**src/rtl/stt8_gfx_pkg.sv**
```systemverilog
// Shared definitions for the entity path of the graphics pipeline:
// entity word geometry, slot numbering, and the loader FSM state type.
package stt8_gfx_pkg;

   localparam int ENTITY_W  = 14;
   localparam int NUM_SLOTS = 9;
   localparam int BANK_W    = ENTITY_W * NUM_SLOTS;

   // id nibble F marks a slot as unused by the frame buffer
   localparam logic [ENTITY_W-1:0] ENTITY_UNUSED = 14'h3C00;

   // Slot field carried in the upper nibble of a packet header
   typedef enum logic [3:0] {
      SLOT_1   = 4'd0,
      SLOT_2   = 4'd1,
      SLOT_3   = 4'd2,
      SLOT_4   = 4'd3,
      SLOT_5   = 4'd4,
      SLOT_6   = 4'd5,
      SLOT_7   = 4'd6,
      SLOT_8   = 4'd7,
      SLOT_9   = 4'd8,
      CLR_SLOT = 4'hF
   } slot_e;

   // Packet parser states
   typedef enum logic [1:0] {
      ST_HDR = 2'd0,
      ST_ORI = 2'd1,
      ST_LOC = 2'd2,
      ST_CLR = 2'd3
   } loader_state_e;

   // Entity word layout: {id, orient, tile}
   function automatic logic [ENTITY_W-1:0] pack_entity(
      input logic [3:0] id,
      input logic [1:0] orient,
      input logic [7:0] tile
   );
      return {id, orient, tile};
   endfunction

endpackage

```
**src/rtl/entity_bank.sv**
```systemverilog
// Double-buffered entity storage: a shadow bank written by the parser and
// an active bank seen by the frame buffer. A commit copies shadow to active
// only when something changed since the previous commit.
module entity_bank
   import stt8_gfx_pkg::*;
(
   input  logic                clk,
   input  logic                reset,
   input  logic                wr_en,
   input  logic [3:0]          wr_slot,
   input  logic [ENTITY_W-1:0] wr_data,
   input  logic                clr_en,
   input  logic [3:0]          clr_slot,
   input  logic                commit_req,
   output logic [BANK_W-1:0]   active_bank,
   output logic                committed
);

   logic dirty_reg;
   logic committed_reg;
   logic commit_fire;

   // A commit request is ignored when the shadow matches the active bank
   assign commit_fire = commit_req && dirty_reg;
   assign committed   = committed_reg;

   // Dirty tracking: a write or clear step in the commit cycle keeps dirty set,
   // because the commit copies the pre-write shadow contents
   always_ff @(posedge clk or negedge reset) begin
      if (!reset) begin
         dirty_reg     <= 1'b0;
         committed_reg <= 1'b0;
      end else begin
         committed_reg <= commit_fire;
         if (wr_en || clr_en)
            dirty_reg <= 1'b1;
         else if (commit_fire)
            dirty_reg <= 1'b0;
      end
   end

   generate
      for (genvar gi = 0; gi < NUM_SLOTS; gi++) begin : g_slot
         localparam logic [3:0] SLOT_IDX = 4'(gi);

         logic [ENTITY_W-1:0] shadow_reg;
         logic [ENTITY_W-1:0] active_reg;

         // Per-slot shadow update (clear sweep) and shadow-to-active copy
         always_ff @(posedge clk or negedge reset) begin
            if (!reset) begin
               shadow_reg <= ENTITY_UNUSED;
               active_reg <= ENTITY_UNUSED;
            end else begin
               if (clr_en && (clr_slot == SLOT_IDX))
                  shadow_reg <= ENTITY_UNUSED;
               else if (wr_en && (wr_slot == SLOT_IDX))
                  shadow_reg <= wr_data;
               if (commit_fire)
                  active_reg <= shadow_reg;
            end
         end

         assign active_bank[gi*ENTITY_W +: ENTITY_W] = active_reg;
      end
   endgenerate

endmodule

```
**src/rtl/entity_loader.sv**
```systemverilog
// Byte-serial entity update front end. Parses {header, orient, tile}
// packets into the shadow bank and publishes the bank to the frame buffer
// at each vertical-blank entry, so a frame always sees a consistent scene.
module entity_loader
   import stt8_gfx_pkg::*;
(
   input  logic                clk,
   input  logic                reset,
   input  logic [7:0]          data_in,
   input  logic                data_valid,
   input  logic                data_sof,
   output logic                data_ready,
   input  logic                vblank,
   output logic [ENTITY_W-1:0] entity_1,
   output logic [ENTITY_W-1:0] entity_2,
   output logic [ENTITY_W-1:0] entity_3,
   output logic [ENTITY_W-1:0] entity_4,
   output logic [ENTITY_W-1:0] entity_5,
   output logic [ENTITY_W-1:0] entity_6,
   output logic [ENTITY_W-1:0] entity_7,
   output logic [ENTITY_W-1:0] entity_8_Flip,
   output logic [ENTITY_W-1:0] entity_9_Flip,
   output logic                frame_commit,
   output logic                slot_err
);

   localparam logic [3:0] LAST_SLOT = 4'(NUM_SLOTS - 1);

   loader_state_e state_reg;
   loader_state_e state_next;

   logic [3:0] slot_reg;
   logic [3:0] id_reg;
   logic [1:0] orient_reg;
   logic       drop_reg;
   logic [3:0] clr_cnt_reg;
   logic       slot_err_reg;
   logic       ready_reg;
   logic       vblank_reg;
   logic       vblank_rise_reg;

   logic       accept;
   logic [3:0] hdr_slot;
   logic       hdr_is_clr;
   logic       hdr_bad;
   logic       hdr_take;

   logic       wr_en;
   logic       clr_en;
   logic       load_hdr;
   logic       load_orient;
   logic       clr_start;

   logic [BANK_W-1:0] active_bank;

   assign accept     = data_valid && ready_reg;
   assign hdr_slot   = data_in[7:4];
   assign hdr_is_clr = (hdr_slot == CLR_SLOT);
   assign hdr_bad    = (hdr_slot > LAST_SLOT) && !hdr_is_clr;
   // Any accepted sof byte is a header, even mid-packet (resync)
   assign hdr_take   = accept && data_sof;

   // Parser state register
   always_ff @(posedge clk or negedge reset) begin
      if (!reset)
         state_reg <= ST_HDR;
      else
         state_reg <= state_next;
   end

   // Parser next-state: headers restart the packet from any accepting state
   always_comb begin
      state_next = state_reg;
      case (state_reg)
         ST_HDR: begin
            if (hdr_take)
               state_next = hdr_is_clr ? ST_CLR : ST_ORI;
         end
         ST_ORI: begin
            if (hdr_take)
               state_next = hdr_is_clr ? ST_CLR : ST_ORI;
            else if (accept)
               state_next = ST_LOC;
         end
         ST_LOC: begin
            if (hdr_take)
               state_next = hdr_is_clr ? ST_CLR : ST_ORI;
            else if (accept)
               state_next = ST_HDR;
         end
         ST_CLR: begin
            if (clr_cnt_reg == LAST_SLOT)
               state_next = ST_HDR;
         end
         default: state_next = ST_HDR;
      endcase
   end

   // Parser outputs: field loads, shadow write and clear sweep strobes
   always_comb begin
      wr_en       = 1'b0;
      clr_en      = 1'b0;
      load_hdr    = 1'b0;
      load_orient = 1'b0;
      clr_start   = 1'b0;
      if (hdr_take) begin
         load_hdr  = !hdr_is_clr;
         clr_start = hdr_is_clr;
      end else if (accept) begin
         case (state_reg)
            ST_ORI:  load_orient = 1'b1;
            ST_LOC:  wr_en       = !drop_reg;
            default: ;
         endcase
      end
      if (state_reg == ST_CLR)
         clr_en = 1'b1;
   end

   // Packet field capture, sticky slot error and clear sweep counter
   always_ff @(posedge clk or negedge reset) begin
      if (!reset) begin
         slot_reg     <= 4'd0;
         id_reg       <= 4'd0;
         orient_reg   <= 2'd0;
         drop_reg     <= 1'b0;
         clr_cnt_reg  <= 4'd0;
         slot_err_reg <= 1'b0;
      end else begin
         if (load_hdr) begin
            slot_reg <= hdr_slot;
            id_reg   <= data_in[3:0];
            drop_reg <= hdr_bad;
         end
         if (hdr_take && hdr_bad)
            slot_err_reg <= 1'b1;
         if (load_orient)
            orient_reg <= data_in[7:6];
         if (clr_start)
            clr_cnt_reg <= 4'd0;
         else if (clr_en)
            clr_cnt_reg <= clr_cnt_reg + 4'd1;
      end
   end

   // Registered ready: low throughout the clear sweep and while in reset
   always_ff @(posedge clk or negedge reset) begin
      if (!reset)
         ready_reg <= 1'b0;
      else
         ready_reg <= (state_next != ST_CLR);
   end

   // vblank rise detector; history starts high so leaving reset inside
   // blanking does not look like a new blanking interval
   always_ff @(posedge clk or negedge reset) begin
      if (!reset) begin
         vblank_reg      <= 1'b1;
         vblank_rise_reg <= 1'b0;
      end else begin
         vblank_reg      <= vblank;
         vblank_rise_reg <= vblank && !vblank_reg;
      end
   end

   entity_bank u_bank (
      .clk         (clk),
      .reset       (reset),
      .wr_en       (wr_en),
      .wr_slot     (slot_reg),
      .wr_data     (pack_entity(id_reg, orient_reg, data_in)),
      .clr_en      (clr_en),
      .clr_slot    (clr_cnt_reg),
      .commit_req  (vblank_rise_reg),
      .active_bank (active_bank),
      .committed   (frame_commit)
   );

   assign data_ready    = ready_reg;
   assign slot_err      = slot_err_reg;
   assign entity_1      = active_bank[0*ENTITY_W +: ENTITY_W];
   assign entity_2      = active_bank[1*ENTITY_W +: ENTITY_W];
   assign entity_3      = active_bank[2*ENTITY_W +: ENTITY_W];
   assign entity_4      = active_bank[3*ENTITY_W +: ENTITY_W];
   assign entity_5      = active_bank[4*ENTITY_W +: ENTITY_W];
   assign entity_6      = active_bank[5*ENTITY_W +: ENTITY_W];
   assign entity_7      = active_bank[6*ENTITY_W +: ENTITY_W];
   assign entity_8_Flip = active_bank[7*ENTITY_W +: ENTITY_W];
   assign entity_9_Flip = active_bank[8*ENTITY_W +: ENTITY_W];

endmodule

```
**config.mk**
```make
export PLATFORM = sky130hd
export DESIGN_NAME = entity_loader
export DESIGN_NICKNAME = d
export VERILOG_FILES = /design/src/rtl/stt8_gfx_pkg.sv /design/src/rtl/entity_bank.sv /design/src/rtl/entity_loader.sv
export SDC_FILE = /design/constraint.sdc
export NUM_CORES = 1
export LEC_CHECK = 0
export CORE_MARGIN = 8
export CORE_UTILIZATION = 41
export CTS_BUF_LIST = sky130_fd_sc_hd__clkbuf_8
export CTS_CLUSTER_SIZE = 25
export DETAILED_ROUTE_END_ITERATION = 16
export GPL_TIMING_DRIVEN = 1
export PLACE_DENSITY = 0.63
export SYNTH_ARGS = -nofsm -noshare
export SYNTH_HDL_FRONTEND = slang
export SYNTH_SLANG_ARGS = --single-unit
```
**constraint.sdc**
```tcl
create_clock -name clk -period 4.7 [get_ports clk]
set_input_delay 1.175 -clock clk [delete_from_list [all_inputs] [get_ports clk]]
set_output_delay 1.175 -clock clk [all_outputs]
set_load 0.02 [all_outputs]
```
# Word-level counts from Yosys, hierarchy flattened
# Index checks and enable logic that the tools add are counted.
# classes
magnitude_cmp	1
n_mul	0
shift	0
n_eq_ne	21
n_div	0
n_mux	39
addsub	1
n_reduce_logical	42
bitwise	0
# ops
op	count
two-way mux 14 bit	18
== test 4 x 3 -> 1 bit, second input constant	8
logical AND 1 bit	24
nonzero test 2 bit	11
== test 4 x 2 -> 1 bit, second input constant	4
two-way mux 2 bit	7
== test 4 bit, second input constant	3
two-way mux 1 bit	11
== test 4 x 1 -> 1 bit, second input constant	2
zero test 4 bit	2
two-way mux 4 bit	2
case mux 2 bit (4 select lines)	1
adder 4 x 1 -> 4 bit, second input constant	1
== test 2 bit, second input constant	2
> comparator 4 bit, second input constant	1
zero test 1 bit	3
== test 2 x 1 -> 1 bit, second input constant	1
zero test 2 bit	1
!= test 2 bit, second input constant	1
logical OR 1 bit	1
# totals
elab_cells	134
mem_bits_ro	0
n_memories	0
latch_bits	0
out_inout_bits	129
regBits	275
ramBits	0

# Longest topological paths before layout
# Gate-level depths: netlist of run 1.
# depth
depth_word	7
mapped_depth	7

# Modules after synthesis
# Synthesis of run 1 repeated with hierarchy kept, for this count alone.
# hier_totals
hier_cells	902
hier_area_um2	11267.1
# by_module_without_submodules
module	seq_area_each_um2	area_each_um2	instances	cells_per_inst
entity_bank	6446.2	10337.4	1	824
entity_loader	526.8	929.6	1	78

# Worst setup path after synthesis of run 1
# No wires, ideal clock.
# synth_timing
kind	input port to flip-flop
start	input data_in[4]
end	register id_reg[0]
setup_slack_ns	2.480
stages	3
required_ns	4.575
n_path_buf	0
arrival_ns	2.096
cell_sequence	and3_1 -> a21oi_1 -> mux2_2
# synth_between
elab_chain_cells	3
# synth_lines
item	line	rtl
start: declaration	entity_loader.sv:9	input logic [7:0] data_in,
== test 4 bit	entity_loader.sv:58	assign hdr_is_clr = (hdr_slot == CLR_SLOT);
zero test 1 bit	entity_loader.sv:107	load_hdr = !hdr_is_clr;
two-way mux 1 bit	entity_loader.sv:106	if (hdr_take) begin
end signal: assignment	entity_loader.sv:132	id_reg <= data_in[3:0];
end: declaration	entity_loader.sv:33	logic [3:0] id_reg;
# Every way passes these cells.
# A chain may end at the register's enable or synchronous reset.

# Final worst setup path of run 1
# layout_timing
start	register u_bank.g_slot[4].active_reg[12]
end	output entity_5[12]
# layout_rtl
item	line	rtl
start: declaration	entity_bank.sv:47	logic [ENTITY_W-1:0] active_reg;
start signal: assignment	entity_bank.sv:60	active_reg <= shadow_reg;
end: declaration	entity_loader.sv:18	output logic [ENTITY_W-1:0] entity_5,
# No word-level cell between the ends.

==> results of run 1 <==
through the flow:
stage	hold WS, ns	worst slack [ns]
finish	0.4839	1.804
global placement	0.4629	1.389
global route	0.5056	1.732
detailed placement	0.4643	1.367
floorplan	0.4637	2.480
CTS	0.4876	1.768
power groups by stage:
stage                     sequential, mW  clock, mW  combinational, mW
after detailed placement            4.60          0               3.96
after CTS                           4.57       2.19               3.98
after global routing                4.70       2.30               4.22
final                               4.54       2.12               3.91
after global placement              4.57          0               3.88
after floorplan                     4.92          0               1.77
cell type report:
class,count,share of cell area
clock buffer,60,0.05872
clock inverter,26,0.008986
inverter,16,0.004448
multi-input combinational,455,0.2922
sequential,275,0.4958
tap,378,0.03363
timing repair buffer,148,0.1062
layout by cell type (no fill, tap or decap), types with 8 or more instances in the layout:
cell type / instances
o21ai_0: 93
dfrtp_1: 202
mux2_2: 167
clkinv_1: 9
clkdlybuf4s50_1: 140
clkbuf_8: 60
o21bai_1: 36
nand3_1: 8
mux2i_1: 92
dfstp_2: 73
inv_1: 29
logic make-up after synthesis:
group / count (synthesis) / share of synthesized area
and+or+nand+nor: 48 / 0.03599
xor gates and xnor gates: 2 / 0.001532
buffers and inverters: 74 / 0.03128
AOI/OAI and AO/OA: 142 / 0.07241
adders and majority gates: 4 / 0.004375
DFF: 275 / 0.6095
muxes: 259 / 0.2449
final timing paths:
| check | startpoint | end | slack [ns] | cells after the start |
|---|---|---|---|---|
| max | u_bank.g_slot[4].active_reg[12] | entity_5[12] | 1.80 | 1 |
| min | vblank_reg | vblank_rise_reg | 0.48 | 1 |
| max reg2reg | vblank_rise_reg | u_bank.g_slot[7].active_reg[6] | 2.17 | 4 |
| min reg2reg | vblank_reg | vblank_rise_reg | 0.48 | 1 |
| max in group asynchronous | reset | u_bank.g_slot[4].active_reg[11] | 2.92 | 2 |
| min in group asynchronous | reset | u_bank.g_slot[8].active_reg[4] | 0.70 | 1 |
routing by layer:
layer  share of wire  track usage  routed length [µm]
met1            0.45       0.2281               12580
met3           0.062      0.04432                1736
met5               0            0                   0
met2            0.47       0.2654               13170
met4           0.017      0.04619                 488
==> metrics.csv, run 1 <==
metric,value,unit
status,"complete, no violations",
synth_area_leaders,"dfrtp_1 44%, dfstp_2 17%, mux2_2 16%",
intPower,6.905,mW
finalSetupTns,0,ns
cp-end-kind,output port,
htree_levels,2,
grt_pass1_vias,7368,
irDropWorstVdd,0.3114,mV
vias,6973,
power_density,751.9,mW/mm²
path_buf_inv,1,
grt_pass1_wl,44.44,mm
slew_headroom,0.2195,
synth_top_cell_by_area,dfrtp_1,
yosysUniqueCellTypes,38,
cts_sinks,275,
yosys-top-cells-count,"202 x dfrtp_1, 167 x mux2_2, 93 x o21ai_0, 92 x mux2i_1, 73 x dfstp_2",
yosysTopAreaCellShare,0.4419,
synth_most_common_cell,dfrtp_1,
routed_via_density,5.135,
fillCellCount,2414,
synth_edf_count,0,
syn-mean-instance-area,14.23,µm²
gp_congestion,0.7492,
p_clk_frac,0.201,
cp_data_arrival_time,1.72,ns
drc,0,
finalNonFillerCells,1358,
multiInputGateArea,0.004109,mm²
rsz0062_at_grt,no,
power_switching_share,0.3470,
required,3.52,ns
ff_latch_area,0.006973,mm²
syn_to_final_growth,22.94,%
gr-total-overflow,0,
placedCellCount,1272,
slew_violations,0,
total_power,10.57,mW
antenna_found_initial,0,
yosysWarnings,0,
crit_path_max_incr_delay,0.62,ns
dp_hpwl,17.37,mm
final_area,0.01406,mm²
fmax,0.3453,GHz
cts.repair.resized,0,
path_delay_family,buffers and inverters,
yosysSeqAreaShare,0.6095,
utilization,0.5090,
pwr-share-comb,0.370,
drv_cap,0,
drtPass1Iterations,4,
seqPwrFrac,0.429,
path_cells,clkdlybuf4s50_1,
postCtsSetupRepairBufs,0,
cts_tree,built,
placed_cell_area,0.01311,mm²
criticalPathCategory,reg -> out,
holdBufCountCts,0,
finalHoldViolCount,0,
syn_nets,821,
leakage,6.302,nW
synth_cells,804,
p_sw,3.669,mW
cp_max_fo,2,
setup_violations,0,
dieArea,0.03350,mm²
wirelength,27.97,mm
core-area,0.02763,mm²
nNetsFinal,959,
insertion_delay,0.54,ns
port_buffers,141,
fin_skew,0.009205,ns
ioPinCount,142,
cp_slowest_cell,clkdlybuf4s50_1,
grt_max_degree,123,
hold_path.class,reg -> reg,
fin_crit_sh,0.6161,
die_h,183.0,µm
ant_nets,0,
start_util,0.4140,
async_flop_share,1.000,
wl_per_cell,20.60,µm
ys_ff_latch,275,
synth_area,0.01144,mm²
crit_path_start_kind,flop,
synth-main-ff-cell,dfrtp_1,
drt_iter0_markers,456,
cts_root_buf,clkbuf_8,
fp-row-count,61,
die_w,183.0,µm
grt_usage,0.1687,
worstMarginPinSlew,1.168,ns
antenna-diode-count,0,
clk_pin_slew,0.06,ns
numCtsBuffers,46,
clock_path_buffers,3,
drive_gt1_frac,0.3296,
fin_crit,2.896,ns
Note: power is estimated with default switching activity, not from simulation.
==> run 2: changes to the inputs <==
- PLACE_DENSITY: 0.63 -> 0.65
- clock period: 4.7 -> 2.5 ns (I/O delays scaled with it)
==> run 2 against run 1 <==
  * Combinational power up 93%
  * Die area unchanged
  * Cell count is 2.5% higher
  * Wire length up 1.1%
  * Critical path type unchanged
  * Critical endpoint is now entity_8_Flip[10]
  * Largest cell class unchanged
==> metrics.csv, run 2 (same netlist as run 1, synthesis figures left out) <==
metric,value,unit,change
crit_path_start_kind,flop,,
gp_congestion,0.8016,,+7.0%
path_buf_inv,1,,unchanged
gr-total-overflow,0,,unchanged
wirelength,28.28,mm,+1.1%
fin_skew,0.03428,ns,+0.02508 ns
syn_to_final_growth,26.36,%,
cp_slowest_cell,clkdlybuf4s50_1,,
cts_sinks,275,,unchanged
drv_cap,0,,unchanged
cts_root_buf,clkbuf_8,,
slew_violations,0,,unchanged
path_cells,clkdlybuf4s50_1,,
cp_data_arrival_time,1.73,ns,about the same
grt_pass1_vias,7606,,+3.2%
dp_hpwl,18.53,mm,+6.7%
postCtsSetupRepairBufs,0,,unchanged
rrSetupSlack,0.72,ns,-1.45 ns
cp-end-kind,output port,,
slew_headroom,0.3333,,+0.1138
cp_max_fo,2,,unchanged
grt_max_degree,76,,-38%
nNetsFinal,994,,+3.6%
grt_pass1_wl,44.89,mm,+1.0%
criticalPathCategory,reg -> out,,
ff2ff_path_depth,3,,-1
fillCellCount,2398,,-0.66%
cts.repair.resized,0,,unchanged
hold_path.class,in -> async,,
worstMarginPinSlew,1.000,ns,-0.1674 ns
fin_ws,0.1459,ns,-1.658 ns
layout_commonest_cell,dfrtp_1,,
rr_startpoint,clr_cnt_reg[3],,
vias,7128,,+2.2%
cts_tree,built,,
required,1.88,ns,-1.64 ns
fin_crit,2.354,ns,
fmax,0.4248,GHz,
multiInputGateArea,0.004109,mm²,unchanged
start_util,0.4140,,unchanged
finalSetupTns,0,ns,unchanged
final_area,0.01446,mm²,+2.8%
power_density,1388,mW/mm²,+85%
routed_via_density,5.121,,-0.27%
worst_r2r_endpoint,u_bank.g_slot[6].shadow_reg[6],,
die_w,183.0,µm,unchanged
grt_usage,0.1697,,+0.001054
drt_iter0_markers,354,,-22%
antenna_found_initial,0,,unchanged
insertion_delay,0.56,ns,+0.02 ns
layout_common_cells,"202 x dfrtp_1, 167 x mux2_2, 140 x clkdlybuf4s50_1, 93 x o21ai_0, 92 x mux2i_1",,
ant_nets,0,,unchanged
setup_violations,0,,unchanged
clk_pin_slew,0.06,ns,about the same
core-area,0.02763,mm²,unchanged
numCtsBuffers,46,,unchanged
fp-row-count,61,,unchanged
clock_path_buffers,3,,unchanged
timing.hold.ws,0.04914,ns,-0.4348 ns
rsz0062_at_grt,no,,
leakage,6.496,nW,+3.1%
path_delay_family,buffers and inverters,,
ff_latch_area,0.006973,mm²,unchanged
drtPass1Iterations,5,,+1
irDropWorstVdd,0.5454,mV,+75%
placed_cell_area,0.01352,mm²,+3.1%
antenna-diode-count,0,,unchanged
drc,0,,unchanged
port_buffers,141,,unchanged
ioPinCount,142,,unchanged
holdBufCountCts,0,,unchanged
die_h,183.0,µm,unchanged
drive_gt1_frac,0.3560,,+0.02642
wl_per_cell,20.31,µm,-1.4%
htree_levels,2,,unchanged
status,"complete, no violations",,
fin_crit_sh,0.9416,,
dieArea,0.03350,mm²,unchanged
pre_cts_slack,0.1382,ns,-1.229 ns
crit_path_max_incr_delay,0.61,ns,about the same
utilization,0.5232,,+0.01417
finalHoldViolCount,0,,unchanged
run 2: cell types whose count changed in the layout (fill, tap and decap cells not counted), sizes merged:
cell,before,now
buf,8,43
clkinv,11,15
inv,30,26
clkbuf,60,57
clkinvlp,0,2
run 2: worst max-delay path by stage:
stage                                         start                        endpoint  slack [ns]  depth (start not counted)
CTS                 u_bank.g_slot[7].active_reg[10]               entity_8_Flip[10]        0.11                          1
global placement                           data_sof  u_bank.g_slot[5].shadow_reg[0]        0.18                          6
floorplan                                data_in[4]                       id_reg[0]        0.83                          3
finish              u_bank.g_slot[7].active_reg[10]               entity_8_Flip[10]        0.15                          1
global route        u_bank.g_slot[1].active_reg[10]                    entity_2[10]        0.09                          1
detailed placement                         data_sof  u_bank.g_slot[5].shadow_reg[0]        0.14                          6
run 2: layout make-up:
| class | instances | share of cell area |
|---|---|---|
| flip-flops and latches | 275 | 0.4824 |
| multi-input cells | 455 | 0.2843 |
| repair buffers | 183 | 0.1319 |
| clock buffers | 57 | 0.05427 |
| well taps | 378 | 0.03272 |
| clock inverters | 28 | 0.01013 |
| inverters | 16 | 0.004328 |
run 2: report_power, final:
group	switching [mW]	internal [mW]	total, mW
clock network	1.79	2.16	3.96
logic	3.73	3.82	7.55
registers	1.48	7.08	8.55
total	7.00	13.1	20.1
run 2: per-stage QoR:
| stage | std cells | power, mW |
|---|---|---|
| CTS | 1392 | 20.34 |
| detailed placement | 1307 | 16.32 |
| global placement | 1307 | 16.10 |
| finish | 1392 | 20.06 |
| global route | 1392 | 21.27 |
| floorplan | 804 | 12.59 |
run 2: layer usage:
layer,wire [µm],GRT usage,vias to the layer above
li1,-,-,3226
met1,12770,0.2275,3684
met2,13330,0.2698,173
met3,1537,0.03898,45
met4,636,0.05530,0
met5,0,0,-
==> run 3: changes to the inputs <==
- DONT_BUFFER_PORTS: unset -> 1
- PLACE_DENSITY: 0.65 -> 0.58
==> run 3 against run 2 <==
  * The run now ends with negative hold slack left
  * Core utilization down 6.3 points
  * Wire length up 0.72%
  * Worst hold slack worse by 0.26 ns
  * Count of clock-buffer cells in the layout up 7
  * Via count down 7.8%
  * Clock skew down 0.011 ns
  * Global-route usage up 0.072 points
  * Cell count down 12%
  * Setup slack better by 0.25 ns
  * Power down 10%
  * Critical path type is now reg -> reg
==> metrics.csv, run 3 (same netlist as run 1, synthesis figures left out) <==
metric,value,unit,change
status,"complete, but fails checks",,
violations,negative hold slack,,
rrSetupSlack,0.39,ns,-0.33 ns
routed_via_density,5.360,,+4.7%
layout_common_cells,"202 x dfrtp_1, 167 x mux2_2, 93 x o21ai_0, 92 x mux2i_1, 73 x dfstp_2",,
cp_max_fo,14,,+12
ff2ff_path_depth,3,,unchanged
drt_iter0_markers,536,,+51%
core-area,0.02763,mm²,unchanged
postCtsSetupRepairBufs,0,,unchanged
ant_nets,0,,unchanged
ioPinCount,142,,unchanged
drtPass1Iterations,5,,unchanged
vias,6571,,-7.8%
insertion_delay,0.54,ns,-0.02 ns
die_h,183.0,µm,unchanged
dp_hpwl,17.76,mm,-4.2%
nNetsFinal,827,,-17%
cts_sinks,275,,unchanged
drive_gt1_frac,0.3939,,+0.03785
rr_startpoint,data_ready,,
dieArea,0.03350,mm²,unchanged
rsz0062_at_grt,no,,
slew_headroom,0.2805,,-0.05278
fin_crit_sh,0.8434,,-0.09826
pre_cts_slack,0.2737,ns,+0.1356 ns
numCtsBuffers,47,,+2.2%
slew_violations,0,,unchanged
timing.hold.ws,-0.2099,ns,-0.2590 ns
finalHoldViolCount,202,,+202
grt_pass1_vias,7136,,-6.2%
port_buffers,0,,-100%
drv_cap,0,,unchanged
wl_per_cell,23.23,µm,+14%
layout_commonest_cell,dfrtp_1,,
wirelength,28.48,mm,+0.72%
cp_data_arrival_time,2.58,ns,+0.85 ns
antenna_found_initial,0,,unchanged
criticalPathCategory,reg -> reg,,
worstMarginPinSlew,1.079,ns,+0.07917 ns
required,2.97,ns,+1.09 ns
fp-row-count,61,,unchanged
crit_path_start_kind,flop,,
fin_crit,2.108,ns,-0.2457 ns
antenna-diode-count,0,,unchanged
syn_to_final_growth,11.13,%,
fin_ws,0.3916,ns,+0.2457 ns
grt_pass1_wl,44.25,mm,-1.4%
hold_path.class,in -> async,,
cts_root_buf,clkbuf_8,,
cts.repair.resized,0,,unchanged
fmax,0.4743,GHz,+12%
gp_congestion,0.8181,,+2.1%
drc,0,,unchanged
gr-total-overflow,0,,unchanged
start_util,0.4140,,unchanged
fillCellCount,2501,,+4.3%
power_density,1421,mW/mm²,+2.4%
fin_skew,0.02362,ns,-0.01066 ns
clock_path_buffers,3,,unchanged
leakage,5.777,nW,-11%
worst_r2r_endpoint,u_bank.g_slot[0].shadow_reg[13],,
cts_tree,built,,
grt_usage,0.1705,,+0.0007194
cp-end-kind,flop,,
setup_violations,0,,unchanged
die_w,183.0,µm,unchanged
irDropWorstVdd,0.4418,mV,-19%
htree_levels,2,,unchanged
grt_max_degree,276,,+260%
finalSetupTns,0,ns,unchanged
clk_pin_slew,0.06,ns,about the same
## run 3: how the worst max path moves through the flow
stage	from	end	depth (start not counted)
after global routing	data_ready	u_bank.g_slot[4].shadow_reg[13]	3
final	data_ready	u_bank.g_slot[0].shadow_reg[13]	3
after floorplan	data_in[4]	id_reg[0]	3
after detailed placement	data_sof	u_bank.g_slot[4].shadow_reg[10]	3
after global placement	data_sof	u_bank.g_slot[0].shadow_reg[10]	3
after CTS	data_ready	u_bank.g_slot[4].shadow_reg[13]	3
## run 3: metal layers
layer / vias to the layer above / wire length (µm) / track usage
li1: 2899 / - / -
met1: 3430 / 12340 / 0.2229
met2: 178 / 13290 / 0.2695
met3: 64 / 1981 / 0.04670
met4: 0 / 875 / 0.06051
met5: - / 0 / 0
## run 3: critical path, cell delays in order (launching register included)
cell,delay [ns]
dfrtp_1,0.51
and3b_1,0.64
nand4_4,0.46
mux2_2,0.42
## run 3: cell type report
class | count | area (µm²) | share of cell area
sequential | 275 | 6973 | 0.5485
timing repair buffer | 15 | 125.1 | 0.009842
tap | 378 | 473.0 | 0.03720
multi-input combinational | 455 | 4109 | 0.3232
clock inverter | 23 | 90.09 | 0.007086
clock buffer | 64 | 880.8 | 0.06928
inverter | 16 | 62.56 | 0.004921
## run 3: stage by stage
step | hold WS, ns | instances | area [µm²] | power [mW] | util
after floorplan | 0.3294 | 804 | 11440 | 12.59 | -
after global placement | 0.3405 | 1139 | 11740 | 13.93 | 0.4250
after detailed placement | 0.3407 | 1139 | 11740 | 14.23 | 0.4250
after CTS | -0.2557 | 1226 | 12710 | 18.34 | 0.4601
after global routing | -0.2548 | 1226 | 12710 | 19.15 | 0.4601
final | -0.2099 | 1226 | 12710 | 18.06 | 0.4601
## run 3: power breakdown
group	internal, mW	switching (mW)	total, mW	leakage (nW)
Clock	2.27	1.75	4.02	0.578
Combinational	2.02	1.94	3.96	2.10
Sequential	7.10	2.99	10.1	3.10
Total	11.4	6.68	18.1	5.78
